==> src/rtl/data_mem_pkg.sv <==
// Shared definitions for the data-memory access controller: FSM states,
// word width and byte-lane select width.
package data_mem_pkg;

  localparam int DATA_WIDTH     = 32;
  localparam int LANE_SEL_WIDTH = 2;

  typedef enum logic [2:0] {
    IDLE,
    RD_ISSUE,
    RD_CAPTURE,
    WR,
    RESP
  } state_t;

endpackage

==> src/rtl/byte_lane_merge.sv <==
// Little-endian byte-lane helper: replaces one lane of a word with a new byte
// (store RMW) and extracts that lane zero-extended (byte load).
module byte_lane_merge
  import data_mem_pkg::*;
(
  input  logic [DATA_WIDTH-1:0]     word,
  input  logic [7:0]                byte_val,
  input  logic [LANE_SEL_WIDTH-1:0] lane,
  output logic [DATA_WIDTH-1:0]     merged,
  output logic [DATA_WIDTH-1:0]     extracted
);

  always_comb begin
    merged    = word;
    extracted = '0;
    case (lane)
      2'd0: begin
        merged[7:0]    = byte_val;
        extracted[7:0] = word[7:0];
      end
      2'd1: begin
        merged[15:8]   = byte_val;
        extracted[7:0] = word[15:8];
      end
      2'd2: begin
        merged[23:16]  = byte_val;
        extracted[7:0] = word[23:16];
      end
      default: begin
        merged[31:24]  = byte_val;
        extracted[7:0] = word[31:24];
      end
    endcase
  end

endmodule

==> src/rtl/data_mem_access_ctrl.sv <==
// Initiator for a 1-cycle registered-read synchronous data memory. Serves one
// CPU load/store at a time; byte stores are done as read-modify-write.
module data_mem_access_ctrl
  import data_mem_pkg::*;
#(
  parameter int DATA_WORDS      = 512,
  parameter int DATA_ADDR_WIDTH = $clog2(DATA_WORDS)
) (
  input  logic                       clk,
  input  logic                       rst_n,
  input  logic                       req_valid,
  output logic                       req_ready,
  input  logic                       req_we,
  input  logic                       req_byte,
  input  logic [31:0]                req_addr,
  input  logic [DATA_WIDTH-1:0]      req_wdata,
  output logic                       resp_valid,
  output logic                       resp_err,
  output logic [DATA_WIDTH-1:0]      resp_rdata,
  output logic                       data_mem_we,
  output logic [DATA_ADDR_WIDTH-1:0] data_addr,
  output logic [DATA_WIDTH-1:0]      data_mem_wd,
  input  logic [DATA_WIDTH-1:0]      data_mem_rd
);

  state_t state;
  state_t next_state;

  logic                      op_we;
  logic                      op_byte;
  logic [LANE_SEL_WIDTH-1:0] op_lane;
  logic [7:0]                op_wbyte;

  logic                  handshake;
  logic                  req_err;
  logic [DATA_WIDTH-1:0] merged_word;
  logic [DATA_WIDTH-1:0] extracted_byte;

  assign req_ready  = (state == IDLE);
  assign resp_valid = (state == RESP);
  assign handshake  = req_valid && req_ready;

  // Misaligned word access or any address bit above the memory range is rejected.
  assign req_err = (!req_byte && (req_addr[1:0] != 2'b00)) ||
                   (req_addr[31:DATA_ADDR_WIDTH+2] != '0);

  byte_lane_merge u_lane (
    .word      (data_mem_rd),
    .byte_val  (op_wbyte),
    .lane      (op_lane),
    .merged    (merged_word),
    .extracted (extracted_byte)
  );

  always_ff @(posedge clk or negedge rst_n) begin
    if (!rst_n) state <= IDLE;
    else        state <= next_state;
  end

  always_comb begin
    next_state = state;
    case (state)
      IDLE: begin
        if (handshake) begin
          if (req_err)                 next_state = RESP;
          else if (req_we && !req_byte) next_state = WR;
          else                         next_state = RD_ISSUE;
        end
      end
      RD_ISSUE:   next_state = RD_CAPTURE;
      RD_CAPTURE: next_state = op_we ? WR : RESP;
      WR:         next_state = RESP;
      RESP:       next_state = IDLE;
      default:    next_state = IDLE;
    endcase
  end

  // we defaults low every cycle, so it can only be high in the single WR cycle.
  always_ff @(posedge clk or negedge rst_n) begin
    if (!rst_n) begin
      op_we       <= 1'b0;
      op_byte     <= 1'b0;
      op_lane     <= '0;
      op_wbyte    <= '0;
      resp_err    <= 1'b0;
      resp_rdata  <= '0;
      data_mem_we <= 1'b0;
      data_addr   <= '0;
      data_mem_wd <= '0;
    end else begin
      data_mem_we <= 1'b0;
      case (state)
        IDLE: begin
          if (handshake) begin
            op_we    <= req_we;
            op_byte  <= req_byte;
            op_lane  <= req_addr[LANE_SEL_WIDTH-1:0];
            op_wbyte <= req_wdata[7:0];
            resp_err <= req_err;
            if (req_err) begin
              resp_rdata <= '0;
            end else begin
              data_addr <= req_addr[DATA_ADDR_WIDTH+1:2];
              if (req_we && !req_byte) begin
                data_mem_we <= 1'b1;
                data_mem_wd <= req_wdata;
              end
            end
          end
        end
        RD_CAPTURE: begin
          if (op_we) begin
            data_mem_we <= 1'b1;
            data_mem_wd <= merged_word;
          end else begin
            resp_rdata <= op_byte ? extracted_byte : data_mem_rd;
          end
        end
        default: ;
      endcase
    end
  end

endmodule

==> config.mk <==
export PLATFORM = sky130hd
export DESIGN_NAME = data_mem_access_ctrl
export DESIGN_NICKNAME = d
export VERILOG_FILES = /design/src/rtl/data_mem_pkg.sv /design/src/rtl/byte_lane_merge.sv /design/src/rtl/data_mem_access_ctrl.sv
export SDC_FILE = /design/constraint.sdc
export NUM_CORES = 1
export LEC_CHECK = 0
export CAP_MARGIN = 20
export CORE_UTILIZATION = 47
export DETAILED_ROUTE_END_ITERATION = 10
export PLACE_DENSITY_LB_ADDON = 0.05
export SLEW_MARGIN = 10
export SYNTH_ARGS = -nofsm -noshare
export SYNTH_HDL_FRONTEND = slang
export SYNTH_SLANG_ARGS = --single-unit
==> constraint.sdc <==
create_clock -name clk -period 5.16 [get_ports clk]
set_clock_uncertainty 0.05 [all_clocks]
set_input_delay 1.032 -clock clk [delete_from_list [all_inputs] [get_ports clk]]
set_output_delay 1.032 -clock clk [all_outputs]
set_load 0.03 [all_outputs]
# --- After elaboration in Yosys (flattened, before gate mapping) ---
# Cells that the tools add are included.
word_totals:
  register_bits: 90
  latchBits: 0
  ram_bits: 0
  romBits: 0
  output_inout_bits: 77
  wordCells: 63
  n_memories: 0
classes:
  add_sub_neg: 0
  mul: 0
  div: 0
  magnitude_cmp: 0
  eq_ne: 12
  n_shift: 0
  muxes: 25
  bitwise_logic: 1
  n_reduce_logical: 15
ops:
  columns: ["operator", "count"]
  rows:
  - ["two-way mux 32 bit", 8]
  - ["one-hot mux 32 bit (2 select lines)", 2]
  - ["two-way mux 8 bit", 4]
  - ["one-hot mux 8 bit (3 select lines)", 1]
  - ["nonzero test 21 bit", 1]
  - ["one-hot mux 3 bit (4 select lines)", 1]
  - ["two-way mux 3 bit", 3]
  - ["equality test 3 x 2 -> 1 bit, second input constant", 2]
  - ["!= test 2 x 1 -> 1 bit, second input constant", 3]
  - ["!= test 2 bit, second input constant", 3]
  - ["AND reduction 5 bit", 1]
  - ["two-way mux 1 bit", 4]
  - ["AND reduction 4 bit", 1]
  - ["nonzero test 2 bit", 2]
  - ["equality test 3 x 1 -> 1 bit, second input constant", 1]
  - ["equality test 3 bit, second input constant", 1]
  - ["logical AND 1 bit", 3]
  - ["logical NOT 3 bit", 1]
  - ["AND reduction 3 bit", 1]
  - ["OR reduction 3 bit", 1]
  - ["equality test 2 x 1 -> 1 bit, second input constant", 1]
  - ["equality test 2 bit, second input constant", 1]
  - ["logical NOT 2 bit", 1]
  - ["two-way mux 2 bit", 1]
  - ["other kinds (5)", 5]

# --- Logic depth before layout (Yosys ltp) ---
depth:
  depth_word: 6
  mapped_depth: 7

# --- Modules after synthesis ---
# Synthesis repeated with hierarchy kept, for this count alone.
hier_totals:
  cells_unflattened: 403
  area_unflattened_um2: 5215.0
modules_own_cells:
  columns: ["module", "instances", "cells_per_inst", "area_per_inst_um2"]
  rows:
  - ["data_mem_access_ctrl", 1, 330, 4375.4]
  - ["byte_lane_merge", 1, 73, 839.6]

# --- Worst setup path before layout ---
# No wires, ideal clock.
synth_path:
  path_type: "input to register"
  start: "in req_addr[12]"
  end: "reg data_addr[4]"
  setup_ns: 0.125
  arrival_time_ns: 2.449
  t_required_ns: 4.985
  setup_slack_ns: 2.536
  stages: 5
  path_buffers: 1
  cell_sequence: "nor4_1 > nand4_1 > nor4b_2 > buf_4 > mux2_2"
synth_via:
  elab_chain_len: 4
synth_lines:
  columns: ["element", "line_no", "text"]
  rows:
  - ["start, declared", "data_mem_access_ctrl.sv:15", "input logic [31:0] req_addr,"]
  - ["nonzero test 21 bit", "data_mem_access_ctrl.sv:45", "(req_addr[31:DATA_ADDR_WIDTH+2] != '0);"]
  - ["logical OR 1 bit", "data_mem_access_ctrl.sv:44", "assign req_err = (!req_byte && (req_addr[1:0] != 2'b00)) ||"]
  - ["inverter 1 bit (no line)", null, null]
  - ["AND reduction 3 bit (no line)", null, null]
  - ["end signal, assigned", "data_mem_access_ctrl.sv:103", "data_addr <= req_addr[DATA_ADDR_WIDTH+1:2];"]
  - ["end, declared", "data_mem_access_ctrl.sv:21", "output logic [DATA_ADDR_WIDTH-1:0] data_addr,"]
# No other way between the ends.
# A chain may end at the register's enable or synchronous reset.

# --- Final worst setup path ---
layout_path:
  start: "in req_valid"
  end: "reg data_mem_wd[1]"
layout_via:
  elab_chain_len: 3
layout_lines:
  columns: ["element", "line_no", "text"]
  rows:
  - ["start, declared", "data_mem_access_ctrl.sv:11", "input logic req_valid,"]
  - ["logical AND 1 bit", "data_mem_access_ctrl.sv:41", "assign handshake = req_valid && req_ready;"]
  - ["!= test 2 x 1 -> 1 bit (no line)", null, null]
  - ["AND reduction 5 bit (no line)", null, null]
  - ["end signal, assigned", "data_mem_access_ctrl.sv:106", "data_mem_wd <= req_wdata;"]
  - ["end signal, assigned", "data_mem_access_ctrl.sv:114", "data_mem_wd <= merged_word;"]
  - ["end, declared", "data_mem_access_ctrl.sv:22", "output logic [DATA_WIDTH-1:0] data_mem_wd,"]
# No other way between the ends.

==> summary.txt <==
I/O pins = 178
Static leakage = 2.77 nW
First-pass GRT wire length = 19.7 mm
Max Cap Violations = 0
Area of the multi-input gates = 2040 sq um
Initial antenna violation count = 0
Clock Tree Buf Depth = 2
Reg area = 2250 sq um
GRT Resource Usage Total = 0.259
Vias/cell = 5.52
CTS Hold Bufs = 0
CORE AREA = 8890 sq um
Switching power = 433 uW
Final hold vios = 0
Initial Util = 0.496
H-tree levels = 3
Slowest-stage cell, CP = o21ai_4
Seq/Total Area, Yosys = 0.510
Reg power frac = 0.492
Pre-antenna DRT Iters = 5
Power Density = 243 nW/um^2
Post-CTS Setup Bufs = 0
Initial DRC count = 165
Post-synthesis adder-cell area fraction = 0
Relative max-transition margin = 0.298
Clk_lat worst skew = 0.35 ns
Final WL = 12.0 mm
Pin count of the biggest net entering global routing = 69
DR DRC count = 0
IO buf count = 177
# resized after CTS = 0
Row count = 34
CTS sink count = 90
Gpl congestion = 0.838
Clock share of power = 0.304
Switching share of power = 0.276
Fin crit share = 0.642
Setup TNS = 0 ns
Endpoints failing setup = 0
Main combinational cell family by area after synthesis = multiplexers
Measured slew at the worst slew-check pin = 1.05 ns
Clk slew on worst S/H paths = 0.09 ns
Worst IR Drop VDD = 0.168 mV
Number of global-route vias before repair = 3,660
CP Class = in2reg
DP Worst Slack = 1.50 ns
Synth-to-layout area growth = 45.8%
CP Cell Sequence = clkdlybuf4s50_1 > nor4b_4 > buf_4 > nand4_2 > o21ai_4 > mux2_2
Critical Path Fanout Max = 33
Fin crit period = 3.31 ns
Internal = 1.13 mW
Post-Syn Instances = 355
Routed via count = 3,517
Antenna Diode Count = 0
Share of cells above drive strength 1 = 0.151
Critical path data arrival time = 3.49 ns
Post-synthesis simple-gate area fraction = 0.0774
Syn nets = 456
Synth warnings = 0
Max Slew Vio Count = 0
Post-route setup slack = 1.85 ns
Routed Antenna Nets = 0
Hold/Removal Path Class = reg2reg
Complex-gate fraction of the synthesized area = 0.118
Most common cell after layout, fill and taps aside = clkdlybuf4s50_1
Grt total ovfl = 0
Post-synthesis mux area share = 0.264
Hold_ws = 0.441 ns
CTS tree = yes
Filler cell count = 655
Max frequency = 0.302 GHz
CTS buffer count = 9
Combinational power share = 0.204
Synth Cell Area = 4410 sq um
Req. time, crit path = 5.34 ns
Chip width = 98.9 microns
Die footprint = 9780 sq um
Die Height = 98.9 microns
Syn avg cell area = 12.4 sq um
WL/cell = 18.8 microns
Hpwl dp = 9.14 mm
RSZ-0062 raised after global routing = false
Commonest non-fill, non-tap cells in the layout = 176 x clkdlybuf4s50_1, 90 x dfrtp_1, 43 x mux2_2
Outcome = finished, final reports clean
Clock root buffer = clkbuf_8
CP peak stage delay = 0.84 ns
Setup crit start kind = input pin
Library cells used by synthesis = 37
Crit end category = flop
Layout net count = 626
Post-synthesis xor/xnor area fraction = 0
Number of synthesized register bits = 90
[worst max-delay path: cells and delay by family]
family	cells	cell delay, ns
multiplexers	1	0.42
AO/OA/AOI/OAI	1	0.84
AND/OR/NAND/NOR	2	0.38
buffers and inverters	2	0.80
[path summary, 6_finish.rpt]
check                              from         endpoint  slack, ns  cells after the start
min in group asynchronous         rst_n   resp_rdata[28]       0.61                      1
min reg2reg                data_addr[2]     data_addr[2]       0.44                      1
min                        data_addr[2]     data_addr[2]       0.44                      1
max in group asynchronous         rst_n  data_mem_wd[20]       3.40                      2
max                           req_valid   data_mem_wd[1]       1.85                      6
max reg2reg                    state[0]   data_mem_wd[1]       2.44                      5
[through the flow]
stage	instances	area [sq um]	power, mW	utilization
floorplan	355	4410	0.939	-
global placement	622	6240	1.10	0.702
detailed placement	622	6240	1.10	0.702
CTS	637	6430	1.58	0.724
global route	637	6430	1.63	0.724
finish	637	6430	1.57	0.724
[layout make-up]
type / count / area share
Timing Repair Buffer: 183 / 0.282
Clock buffer: 9 / 0.0192
Sequential cell: 90 / 0.350
Multi-Input combinational cell: 240 / 0.317
Tap cell: 108 / 0.0210
Clock inverter: 6 / 0.0107
Inverter: 1 / 0.000583
[cell usage after synthesis, drive strengths merged]
| cell type | count | share of area |
|---|---|---|
| dfrtp | 90 | 0.51 |
| mux2 | 52 | 0.13 |
| mux2i | 40 | 0.091 |
| nor2 | 40 | 0.034 |
| a21oi | 34 | 0.039 |
| a22o | 24 | 0.048 |
| buf | 18 | 0.025 |
| mux4 | 8 | 0.041 |
| o2bb2ai | 8 | 0.016 |
| clkbuf | 6 | 0.0051 |
| nand2 | 5 | 0.0043 |
| o21ai | 5 | 0.0082 |
| nand2b | 4 | 0.0057 |
| nor4 | 4 | 0.0071 |
| nor4b | 3 | 0.011 |
| nand4 | 2 | 0.0043 |
| nor3 | 2 | 0.0023 |
| a211oi | 1 | 0.0017 |
| a21o | 1 | 0.0017 |
| and2 | 1 | 0.0014 |
| and4b | 1 | 0.0023 |
| inv | 1 | 0.00085 |
| nand3 | 1 | 0.0011 |
| nor3b | 1 | 0.0028 |
| o2111ai | 1 | 0.0020 |
| o311ai | 1 | 0.0020 |
| or3 | 1 | 0.0014 |
[layer usage]
| metal | share of wire | vias to the layer above | track usage | wire (microns) |
|---|---|---|---|---|
| met4 | 0.0073 | 0 | 0.0528 | 88 |
| li1 | - | 1659 | - | - |
| met3 | 0.077 | 6 | 0.0660 | 921 |
| met2 | 0.43 | 144 | 0.381 | 5210 |
| met1 | 0.48 | 1708 | 0.389 | 5770 |
| met5 | 0 | - | 0 | 0 |
[flip-flops by register name (all words and copies together), names as in the netlist]
signal and flops:
data_mem_wd 32, op_we 1, op_byte 1, op_wbyte 8
data_mem_we 1, op_lane 2, resp_rdata 32, resp_err 1
data_addr 9, state 3
[cell families (layout without fill, tap and decap cells)]
kind of cell           after synthesis  after routing
DFF                                 90             90
and+or+nand+nor                     65             65
AOI/OAI and AO/OA                   75             75
muxes                              100            100
buffers and inverters               25            199
[power by group through the flow]
stage | Sequential (mW) | Clock [mW] | Combinational, mW
CTS | 0.769 | 0.484 | 0.321
floorplan | 0.789 | 0 | 0.149
global route | 0.776 | 0.512 | 0.344
finish | 0.770 | 0.476 | 0.320
global placement | 0.781 | 0 | 0.316
detailed placement | 0.783 | 0 | 0.320
Power figures use the tool's default switching activity.
